$ cat src/rtl/sampler_buffer_reader.sv
// sampler_buffer_reader
// Drains the lease sampler's record buffer to the host. A drain starts on a
// host command or on a rising buffer-full flag (when auto mode is enabled).
// The block sends a header word with the clamped record count. It then walks
// the buffer and sends five 32-bit words per record on a valid/ready stream.
// At the end it pulses the sampler's buffer-clear.
module sampler_buffer_reader #(
    parameter int BW_ADDR = 13,
    parameter int N_MAX   = 8192
) (
    input  logic               clock_i,
    input  logic               resetn_i,
    input  logic               start_i,
    input  logic               auto_i,
    input  logic               full_i,
    input  logic [31:0]        used_i,
    input  logic [31:0]        interval_i,
    input  logic [31:0]        address_i,
    input  logic [63:0]        trace_i,
    input  logic [31:0]        target_i,
    input  logic               ready_i,
    output logic [BW_ADDR-1:0] add_o,
    output logic [31:0]        data_o,
    output logic               valid_o,
    output logic               clear_o,
    output logic               busy_o,
    output logic [31:0]        records_o
);

    localparam logic [2:0] ST_IDLE   = 3'd0;
    localparam logic [2:0] ST_HEADER = 3'd1;
    localparam logic [2:0] ST_ADDR   = 3'd2;
    localparam logic [2:0] ST_WAIT   = 3'd3;
    localparam logic [2:0] ST_LOAD   = 3'd4;
    localparam logic [2:0] ST_SEND   = 3'd5;
    localparam logic [2:0] ST_NEXT   = 3'd6;
    localparam logic [2:0] ST_CLEAR  = 3'd7;

    localparam logic [31:0]        N_MAX_W  = 32'(N_MAX);
    localparam logic [BW_ADDR-1:0] ADDR_ONE = {{(BW_ADDR-1){1'b0}}, 1'b1};

    // Requested record count limited to the buffer capacity.
    function automatic logic [31:0] clamp_count(input logic [31:0] req);
        if (req > N_MAX_W) begin
            return N_MAX_W;
        end else begin
            return req;
        end
    endfunction

    logic [2:0]         state_r;
    logic [31:0]        count_r;
    logic [31:0]        records_r;
    logic [BW_ADDR-1:0] add_r;
    logic [31:0]        hold_r [5];
    logic [2:0]         idx_r;
    logic               full_q_r;
    logic               valid_r;
    logic               clear_r;
    logic               busy_r;
    logic [31:0]        data_r;

    logic               trigger_s;
    logic               xfer_s;
    logic [31:0]        count_in_s;
    logic [31:0]        next_word_s;

    // Start detection, handshake and the next holding word to present.
    always_comb begin
        trigger_s   = start_i | (auto_i & full_i & ~full_q_r);
        xfer_s      = valid_r & ready_i;
        count_in_s  = clamp_count(used_i);
        next_word_s = hold_r[4];
        case (idx_r)
            3'd0:    next_word_s = hold_r[1];
            3'd1:    next_word_s = hold_r[2];
            3'd2:    next_word_s = hold_r[3];
            3'd3:    next_word_s = hold_r[4];
            default: next_word_s = hold_r[4];
        endcase
    end

    // Delayed copy of the full flag for rising-edge detection.
    always_ff @(posedge clock_i or negedge resetn_i) begin
        if (!resetn_i) begin
            full_q_r <= 1'b0;
        end else begin
            full_q_r <= full_i;
        end
    end

    // Drain sequencer; every output is registered alongside the state.
    always_ff @(posedge clock_i or negedge resetn_i) begin
        if (!resetn_i) begin
            state_r   <= ST_IDLE;
            count_r   <= 32'd0;
            records_r <= 32'd0;
            add_r     <= {BW_ADDR{1'b0}};
            idx_r     <= 3'd0;
            valid_r   <= 1'b0;
            clear_r   <= 1'b0;
            busy_r    <= 1'b0;
            data_r    <= 32'd0;
            for (int i = 0; i < 5; i++) begin
                hold_r[i] <= 32'd0;
            end
        end else begin
            case (state_r)
                ST_IDLE: begin
                    clear_r <= 1'b0;
                    valid_r <= 1'b0;
                    busy_r  <= 1'b0;
                    if (trigger_s) begin
                        count_r   <= count_in_s;
                        records_r <= 32'd0;
                        add_r     <= {BW_ADDR{1'b0}};
                        data_r    <= count_in_s;
                        valid_r   <= 1'b1;
                        busy_r    <= 1'b1;
                        state_r   <= ST_HEADER;
                    end
                end
                ST_HEADER: begin
                    if (xfer_s) begin
                        valid_r <= 1'b0;
                        if (count_r == 32'd0) begin
                            clear_r <= 1'b1;
                            state_r <= ST_CLEAR;
                        end else begin
                            state_r <= ST_ADDR;
                        end
                    end
                end
                ST_ADDR: begin
                    state_r <= ST_WAIT;
                end
                ST_WAIT: begin
                    state_r <= ST_LOAD;
                end
                ST_LOAD: begin
                    hold_r[0] <= address_i;
                    hold_r[1] <= interval_i;
                    hold_r[2] <= trace_i[31:0];
                    hold_r[3] <= trace_i[63:32];
                    hold_r[4] <= target_i;
                    data_r    <= address_i;
                    valid_r   <= 1'b1;
                    idx_r     <= 3'd0;
                    state_r   <= ST_SEND;
                end
                ST_SEND: begin
                    if (xfer_s) begin
                        if (idx_r < 3'd4) begin
                            idx_r  <= idx_r + 3'd1;
                            data_r <= next_word_s;
                        end else begin
                            valid_r <= 1'b0;
                            if (records_r < count_r) begin
                                records_r <= records_r + 32'd1;
                            end
                            state_r <= ST_NEXT;
                        end
                    end
                end
                ST_NEXT: begin
                    if (records_r == count_r) begin
                        clear_r <= 1'b1;
                        state_r <= ST_CLEAR;
                    end else begin
                        add_r   <= add_r + ADDR_ONE;
                        state_r <= ST_ADDR;
                    end
                end
                ST_CLEAR: begin
                    clear_r <= 1'b0;
                    busy_r  <= 1'b0;
                    state_r <= ST_IDLE;
                end
                default: begin
                    valid_r <= 1'b0;
                    clear_r <= 1'b0;
                    busy_r  <= 1'b0;
                    state_r <= ST_IDLE;
                end
            endcase
        end
    end

    assign add_o     = add_r;
    assign data_o    = data_r;
    assign valid_o   = valid_r;
    assign clear_o   = clear_r;
    assign busy_o    = busy_r;
    assign records_o = records_r;

endmodule

$ cat config.mk
export PLATFORM = sky130hd
export DESIGN_NAME = sampler_buffer_reader
export DESIGN_NICKNAME = d
export VERILOG_FILES = /design/src/rtl/sampler_buffer_reader.sv
export SDC_FILE = /design/constraint.sdc
export NUM_CORES = 1
export LEC_CHECK = 0
export ABC_AREA = 1
export CORE_ASPECT_RATIO = 1.4
export CORE_MARGIN = 2
export CORE_UTILIZATION = 45
export DETAILED_ROUTE_END_ITERATION = 16
export PLACE_DENSITY = 0.75
export SLEW_MARGIN = 30
export SYNTH_ARGS = -nofsm -noshare
export SYNTH_HDL_FRONTEND = slang
export SYNTH_SLANG_ARGS = --single-unit
$ cat constraint.sdc
create_clock -name clock_i -period 1.9 [get_ports clock_i]
set_clock_uncertainty 0.1 [all_clocks]
set_input_delay 0.475 -clock clock_i [delete_from_list [all_inputs] [get_ports clock_i]]
set_output_delay 0.475 -clock clock_i [all_outputs]
set_load 0.05 [all_outputs]
=== Word-level counts from Yosys, hierarchy flattened ===
Index checks and enable logic that the tools add are counted.

* Add/sub/neg operators: 3
* Equal/unequal tests: 19
* Bitwise logic cells: 5
* Reduce and logical (&&, ||, !) cells: 19
* $lt $le $gt $ge: 3
* Mux-type cells: 34

{| class="wikitable"
|+ Operator list
! cell !! number
|-
| 32-bit two-way mux || 8
|-
| 32-bit case mux with 3 select lines || 2
|-
| 32-bit case mux with 2 select lines || 1
|-
| 32-bit by 1-bit adder with 32-bit output, second input constant || 1
|-
| 32-bit == test || 1
|-
| 32-bit by 14-bit > comparator with 1-bit output, second input constant || 1
|-
| 32-bit zero test || 1
|-
| 32-bit less-than comparator || 1
|-
| 13-bit two-way mux || 2
|-
| 13-bit case mux with 2 select lines || 1
|-
| 3-bit two-way mux || 8
|-
| 3-bit case mux with 8 select lines || 1
|-
| 2-bit inequality test, second input constant || 9
|-
| 4-bit AND reduction || 4
|-
| 13-bit by 1-bit adder with 13-bit output, second input constant || 1
|-
| 3-bit == test, second input constant || 4
|-
| 3-bit by 2-bit == test with 1-bit output, second input constant || 3
|-
| 2-bit nonzero test || 4
|-
| 1-bit two-way mux || 7
|-
| 3-bit by 1-bit == test with 1-bit output, second input constant || 2
|-
| 3-bit zero test || 2
|-
| 3-bit case mux with 2 select lines || 1
|-
| 3-bit AND reduction || 2
|-
| 3-bit nonzero test || 2
|-
| other kinds (12) || 14
|}

* Flip-flop bits (word level): 247
* Input port bits: 198
* Logic and storage cells: 97
* Output and inout bits: 80

=== Logic depth before layout (Yosys ltp) ===
Gate-level depths: netlist of the first run.

* Depth in word-level cells: 5
* Gate-level depth with buffers: 18
* Gate-level depth less buffers: 17

=== Worst setup path after synthesis of the first run ===
No wires, ideal clock.

* Kind: register to register
* Start point: reg records_r[5], in the netlist records_o[5]
* End point: reg records_r[24], in the netlist records_o[24]
* Setup slack: -0.339 ns
* Arrival time: 2.019 ns
* Required time: 1.680 ns
* Cell stages (with the launch flop): 15
* Period minus slack after synthesis: 2.239 ns
* Library setup time: 0.120 ns
* Buffers on the path: 1
* Cell sequence: dfrtp_1 ha_1 a21oi_1 nor2_1 nor2_1 nand2_1 nand2_1 nand2_1 nand2_1 nand2_1 nand2_1 nand2_1 buf_2 nand2_1 nand2_1

* Word-level cells in the longest chain between the ends: 5
* Elaborated cells on any way between the ends: 8
* Those cells by class: 1 x add/sub; 1 x order compare; 1 x eq/ne; 4 x mux; 1 x reduce/logical

{| class="wikitable"
|+ RTL lines
! element !! RTL line !! text
|-
| start, declared || 53 || <nowiki>logic [31:0] records_r;</nowiki>
|-
| start signal, assigned || 159 || <nowiki>records_r <= records_r + 32'd1;</nowiki>
|-
| 32-bit by 1-bit adder with 32-bit output || 159 ||
|-
| 32-bit two-way mux || 158 || <nowiki>if (records_r < count_r) begin</nowiki>
|-
| 32-bit two-way mux || 153 || <nowiki>if (idx_r < 3'd4) begin</nowiki>
|-
| 32-bit two-way mux || 152 || <nowiki>if (xfer_s) begin</nowiki>
|-
| 32-bit case mux with 2 select lines || 108 || <nowiki>case (state_r)</nowiki>
|}

Several ways; a longest one is shown, not always the timed one. The select of a mux whose other input is x is not followed.
A chain may end at the register's enable or synchronous reset.

=== Final worst setup path of the first run ===
* Start point: reg records_r[31], in the netlist records_o[31]
* End point: reg records_r[2], in the netlist records_o[2]

* Word-level cells in the longest chain between the ends: 3

{| class="wikitable"
|+ RTL lines
! element !! RTL line
|-
| 32-bit less-than comparator || 158
|-
| 2-bit inequality test (no source line) || n/a
|-
| 5-bit AND reduction (no source line) || n/a
|}

No other way between the ends.

==> results.md, run 1 <==
- Status: finished, violations left
- Violated checks: negative setup slack
- Power density over cell area: 559.5 mW/mm^2
- CP Capture Type: register
- Int Power: 8.786 mW
- Worst-path fanout max: 8
- Worst-Margin Slew: 0.5277 ns
- CP max stage delay: 0.48 ns
- P_leak: 9.195 nW
- Largest family of logic cells by synthesized area: simple AND/OR/NAND/NOR gates
- Port Buffer Count: 277
- Wirelength per Cell: 17.14 microns
- Area grow syn2layout: 53.35%
- Initial DRC Count: 741
- Core Util, Final: 69.97%
- Top-area cell type share of the netlist area: 47.84%
- Cell Area, Synth: 0.01292 sq mm
- Filler cells: 2,254
- Final hold vios: 0
- Min Tclk post-route: 2.157 ns
- Sequential share of the synthesized area: 47.84%
- EDFF count, synth: 0
- DR vias/cell: 5.154
- Via count: 13,086
- Slew headroom: 64.82%
- Layout Cells excl Fill: 2,539
- Clk buf depth: 3
- Routed WL: 43.51 mm
- NumNets Final: 2,383
- Seq pwr share: 47.4%
- Worst path depth: 12
- Arrival @ worst endpoint: 2.47 ns
- Placed insts: 2,462
- Mux cell area share after synthesis: 0%
- Max-Cap Viols: 0
- Synth Area in Adders: 3.680%
- Clk Latency, worst-skew pair: 0.52 ns
- Die width: 147.2 microns
- R2R depth: 12
- WP buf/inv: 2
- Peak Freq: 463.6 MHz
- Worst setup path endpoint: records_o[2]
- Antenna-violating nets left: 0
- Hold crit path type: in -> reg
- Net Switching: 2.299 mW
- Synth Area in Simple Gates: 34.70%
- Most used DFF post-synth: dfrtp_1
- Max Slew Vio Count: 0
- Most common cell in the synthesized netlist: nand2_1
- Largest net degree at the start of global routing: 128
- Worst hold path depth: 1
- Num rows: 73
- Setup violations, final: 49
- Worst path top cell family by delay: simple AND/OR/NAND/NOR gates
- Final worst slack: -0.2572 ns
- Final period utilization: 113.5%
- Syn_nets: 1,955
- RSZ-0062 raised after global routing: yes
- Vias in the first global route: 13,065
- Netlist cell types: 40
- Crit Reg-Reg Endpoint: records_o[2]
- R2R Setup Slk: -0.26 ns
- Post-synth top area cell: dfrtp_1
- Worst Setup Start Kind: register
- Grt total ovfl: 0
- Max stage delay cell, worst path: dfrtp_2
- First-pass GRT wire length: 66.56 mm
- FF+latch count, synth: 247
- Crit path kind: reg -> reg
- Mean area per synthesized cell: 7.516 sq um
- Xor/xnor cell area share of the yosys netlist: 1.085%
- DRC viols: 0
- Reg-to-Reg Start: records_o[31]
- Die height: 204.5 microns
- H-tree levels: 1
- Post-detail-place hpwl: 30.81 mm
- Drt first pass iters: 5
- Initial core utilization: 45.63%
- Synth top area cells: dfrtp_1 48%, nand2_1 22%, nor2_1 3.8%
- Synth Area in Compound Gates: 6.924%
- Share of async-settable or async-resettable flops after synthesis: 100.0%
- Core Box Area: 0.02831 sq mm
- Total power: 11.09 mW
- GPL Wtd Cong: 0.9083
- Worst vdd ir: 0.6258 mV
- Root Driver: clkbuf_16
- Comb power frac: 5.6%
- Sw Ratio: 20.74%
- I/O pin total: 278
- Worst setup path startpoint: records_o[31]
- CP Cell Sequence: ha_4 > nand2_4 > nor2_4 > nand2_2 > a21oi_2 > nor2_2 > nand2_2 > nand2_4 > buf_8 > clkbuf_16 > nand3_1 > nand2_1
- Ys Warns: 0
- Req. time, crit path: 2.21 ns
- Total GRT Usage: 27.70%
- Initial antenna violation count: 0
- Setup Slack @ Placement: -0.4162 ns
- Layout cells sized above 1: 23.43%
- Gate Count Post-Synth: 1,719
- Worst-path clk slew: 0.07 ns
- # diodes: 0
- Commonest cells post-synth: 763 x nand2_1, 247 x dfrtp_1, 132 x nor2_1
- CTS tree: yes
- CTS buffer count: 25
- Clk network pwr share: 47.0%
- Clk sinks: 247
- Die Area: 0.03010 sq mm
worst register-to-register path, cell delays in order (launching register included):
cell       delay (ns)
dfrtp_2          0.48
ha_4             0.31
nand2_4          0.06
nor2_4           0.17
nand2_2          0.11
a21oi_2          0.13
nor2_2           0.06
nand2_2          0.09
nand2_4          0.09
buf_8            0.16
clkbuf_16        0.18
nand3_1          0.07
nand2_1          0.05
per-layer routing:
layer	track usage [%]	routed length (microns)	share of wire (%)	vias up
met4	12.23	2199	5.1	0
met3	3.259	2186	5.0	120
met1	31.60	16080	37	6177
met2	51.79	23050	53	427
met5	0	0	0	-
li1	-	-	-	6362
through the flow:
stage	TNS [ns]	hold WS, ns	area [sq um]
4_1_cts	-5.685	0.3035	19130
6_report	-9.609	0.3220	19810
3_3_place_gp	-37.29	0.3051	17900
3_5_place_dp	-38.99	0.3086	17900
5_1_grt	-12.40	0.3242	19810
2_1_floorplan	-1.228	0.07941	13230
cell usage in the layout, fill, tap and decap left out, types with 30 or more instances in the layout:
| cell | n |
|---|---|
| nand2_1 | 728 |
| dfrtp_2 | 33 |
| nand4_1 | 60 |
| inv_1 | 79 |
| o21ai_0 | 43 |
| buf_4 | 198 |
| dfrtp_1 | 214 |
| nor2_1 | 120 |
| a21oi_1 | 34 |
| clkbuf_16 | 33 |
| buf_12 | 61 |
| nand3_1 | 59 |
| clkdlybuf4s50_1 | 196 |
| nand2_2 | 30 |
flip-flops by register name, summed over array words and instances, names as in the netlist:
| register | flops |
|---|---|
| records_o | 32 |
| state_r | 3 |
| idx_r | 3 |
| clear_o | 1 |
| valid_o | 1 |
| full_q_r | 1 |
| data_o | 32 |
| add_o | 13 |
| busy_o | 1 |
| count_r | 32 |
| hold_r | 128 |
layout make-up:
| cell class | instances | area, sq um | share of cell area, % |
|---|---|---|---|
| Multi-Input combinational cell | 1294 | 6749 | 34.06 |
| Timing Repair Buffer | 477 | 5087 | 25.68 |
| Inverter | 102 | 417.9 | 2.109 |
| Sequential cell | 247 | 6222 | 31.41 |
| Clock inverter | 8 | 120.1 | 0.6062 |
| Clock buffer | 36 | 747.0 | 3.770 |
| Tap cell | 375 | 469.2 | 2.368 |
timing repair:
action,4_1_cts,5_1_grt
resized for setup,64,110
gates cloned,4,8
hold endpoints to repair,40,0
buffers inserted,7,14
hold buffers,1,0
endpoints found under the setup margin,72,114
pin swaps,16,47
logic make-up after synthesis:
group | Yosys count
AND/OR/NAND/NOR | 1089
flip-flops | 247
buffers and inverters | 179
AO/OA/AOI/OAI | 150
adder cells (fa/ha/maj) | 38
XOR/XNOR | 16
power by group through the flow:
| stage | combinational (mW) | sequential (mW) | clock [mW] |
|---|---|---|---|
| after floorplan | 0.0207 | 5.36 | 0 |
| after global placement | 0.621 | 5.36 | 0 |
| after detailed placement | 0.623 | 5.36 | 0 |
| after CTS | 0.628 | 5.26 | 5.29 |
| after global routing | 0.668 | 5.26 | 5.51 |
| final | 0.621 | 5.26 | 5.20 |
worst min-delay path by stage:
stage                       endpoint  slack, ns      from
after floorplan             add_o[0]       0.08  resetn_i
after global placement    count_r[2]       0.31  resetn_i
after detailed placement  count_r[2]       0.31  resetn_i
after CTS                   full_q_r       0.30    full_i
after global routing        full_q_r       0.32    full_i
final                       full_q_r       0.32    full_i
Note: power is estimated with default switching activity, not from simulation.
==> run 2, diff against run 1 <==
Settings changed: CORE_UTILIZATION 45 to 30, PLACE_DENSITY 0.75 to not set.
==> run 2 against run 1 <==
Via count increased by 1.0%. Global-route usage decreased by 7.6 points. Worst setup slack gained 0.10 ns. Critical path type unchanged. Sequential share of layout area decreased by 1.3 points. Clock power rose by 5.4%. Combinational power up 5.2%. The flow still finishes with violations (negative setup slack). Critical path depth rose by 2.
==> results.md, run 2 (same netlist as run 1, synthesis figures left out) <==
- Int Power: 8.932 mW (+1.7%)
- Commonest cells after routing, fill and taps aside: 690 x nand2_1, 215 x dfrtp_1, 199 x buf_4
- Largest reg by FF count: hold_r
- Setup Slack @ Placement: -0.4489 ns (-0.03273 ns)
- Area grow syn2layout: 60.15%
- Initial antenna violation count: 1 (+1)
- Antenna-violating nets left: 0 (unchanged)
- Largest register FFs: 128 (unchanged)
- Min Tclk post-route: 2.055 ns (-0.1023 ns)
- CTS buffer count: 27 (+8.0%)
- First-pass GRT wire length: 71.50 mm (+7.4%)
- Placed Area: 0.01840 sq mm (+2.8%)
- Worst Setup Start Kind: register
- Die height: 249.5 microns (+22%)
- Power density over cell area: 550.8 mW/mm^2 (-1.6%)
- Max Slew Vio Count: 0 (unchanged)
- DR vias/cell: 4.785 (-7.2%)
- CP Capture Type: register
- Clk sinks: 247 (unchanged)
- Crit path kind: reg -> reg
- Setup_tns: -5.258 ns (+4.351 ns)
- Req. time, crit path: 2.23 ns (+0.02 ns)
- Peak Freq: 486.6 MHz (+5.0%)
- CP max stage delay: 0.43 ns (-0.05 ns)
- Total power: 11.40 mW (+2.8%)
- CTS tree: yes
- Drt first pass iters: 6 (+1)
- Max stage delay cell, worst path: dfrtp_2
- Setup violations, final: 51 (+4.1%)
- Layout Cells excl Fill: 2,763 (+8.8%)
- Placed insts: 2,666 (+8.3%)
- Clk network pwr share: 48.1% (+1.1 points)
- Final hold vios: 0 (unchanged)
- Slew headroom: 56.75% (-8.1 points)
- Initial DRC Count: 605 (-18%)
- Seq pwr share: 46.2% (-1.2 points)
- Clk buf depth: 3 (unchanged)
- Core Box Area: 0.04279 sq mm (+51%)
- Port Buffer Count: 277 (unchanged)
- Final period utilization: 108.2% (-5.4 points)
- # diodes: 0 (unchanged)
- Clk Latency, worst-skew pair: 0.54 ns (+0.02 ns)
- Total GRT Usage: 20.14% (-7.6 points)
- RSZ-0062 raised after global routing: yes
- Worst path depth: 14 (+2)
- Wirelength per Cell: 17.10 microns (-0.23%)
- Status: finished, violations left
- Num rows: 90 (+23%)
- Root Driver: clkbuf_16
- Worst-Margin Slew: 0.6464 ns (+0.1187 ns)
- H-tree levels: 1 (unchanged)
- CP Cell Sequence: ha_1 > nand2_1 > inv_1 > nand2_1 > nand2_1 > nand2_1 > a21oi_1 > nor2_1 > nand2_2 > nand2_4 > nand2_8 > clkbuf_16 > nand2_2 > nand2_1
- Initial core utilization: 30.19% (-15 points)
- Max-Cap Viols: 0 (unchanged)
- GPL Wtd Cong: 0.8420 (-7.3%)
- Via count: 13,222 (+1.0%)
- Die Area: 0.04477 sq mm (+49%)
- WP buf/inv: 2 (unchanged)
- Worst hold path depth: 1 (unchanged)
- Hold crit path type: in -> reg
- NumNets Final: 2,428 (+1.9%)
- Final instance area: 0.02069 sq mm (+4.4%)
- Vias in the first global route: 13,441 (+2.9%)
- Worst-path fanout max: 6 (-2)
- Worst vdd ir: 0.5819 mV (-7.0%)
- Sw Ratio: 21.63% (+0.89 points)
- Grt total ovfl: 0 (unchanged)
- Final worst slack: -0.1550 ns (+0.1023 ns)
- Net Switching: 2.465 mW (+7.2%)
- I/O pin total: 278 (unchanged)
- P_leak: 9.521 nW (+3.5%)
- Die width: 179.4 microns (+22%)
- Layout cells sized above 1: 26.46% (+3.0 points)
- Violated checks: negative setup slack
- DRC viols: 0 (unchanged)
- Post-detail-place hpwl: 33.81 mm (+9.8%)
- Critical path's most frequent cell: nand2_1
- Worst path top cell family by delay: simple AND/OR/NAND/NOR gates
- Worst-path clk slew: 0.06 ns (about the same)
- Routed WL: 47.24 mm (+8.6%)
- Comb power frac: 5.7% (about the same)
- R2R depth: 14 (+2)
- Commonest non-fill, non-tap cell in the layout: nand2_1
- Largest net degree at the start of global routing: 73 (-43%)
- Arrival @ worst endpoint: 2.38 ns (-0.09 ns)
-- run 2: worst paths after layout --
kind	start	endpoint	slack, ns
worst max-delay path	records_o[19]	records_o[19]	-0.15
worst min-delay path	full_i	full_q_r	0.31
worst max register to register	records_o[19]	records_o[19]	-0.15
worst min register to register	hold_r[112]	hold_r[112]	0.37
max in group asynchronous	resetn_i	data_o[8]	0.74
min in group asynchronous	resetn_i	hold_r[53]	0.37
-- run 2: final cells by class --
class,instances,area (sq um)
Clock buffer,40,824.5
Fill cell,4114,22100
Multi-Input combinational cell,1294,6805
Tap cell,552,690.7
Sequential cell,247,6221
Timing Repair Buffer,520,5634
Clock inverter,8,95.09
Inverter,102,420.4
-- run 2: timing repair --
action                                 in CTS  in global routing
setup endpoints to repair                  75                195
endpoints found under the hold margin      43                  0
resized for setup                          58                196
gates cloned                                3                 12
buffers inserted                            9                 28
pin swaps                                  12                 28
hold buffers                                1                  0
-- run 2: through the flow --
step	hold WS [ns]	util (%)
5_1_grt	0.2894	48.35
2_1_floorplan	0.07941	-
3_5_place_dp	0.3588	42.99
6_report	0.3069	48.35
4_1_cts	0.2835	45.85
3_3_place_gp	0.3521	42.99
-- run 2: metal layers --
metal,vias to the layer above,wire (microns),track usage (%)
li1,6470,-,-
met2,353,25210,36.86
met4,2,1422,6.382
met3,84,2004,2.559
met1,6313,18590,24.05
met5,-,13,0
-- run 2: power groups by stage --
stage          Combinational, mW  Clock, mW  Sequential [mW]
2_1_floorplan             0.0207          0             5.36
3_3_place_gp               0.658          0             5.36
3_5_place_dp               0.661          0             5.36
4_1_cts                    0.666       5.59             5.26
5_1_grt                    0.701       5.79             5.26
6_report                   0.653       5.48             5.26
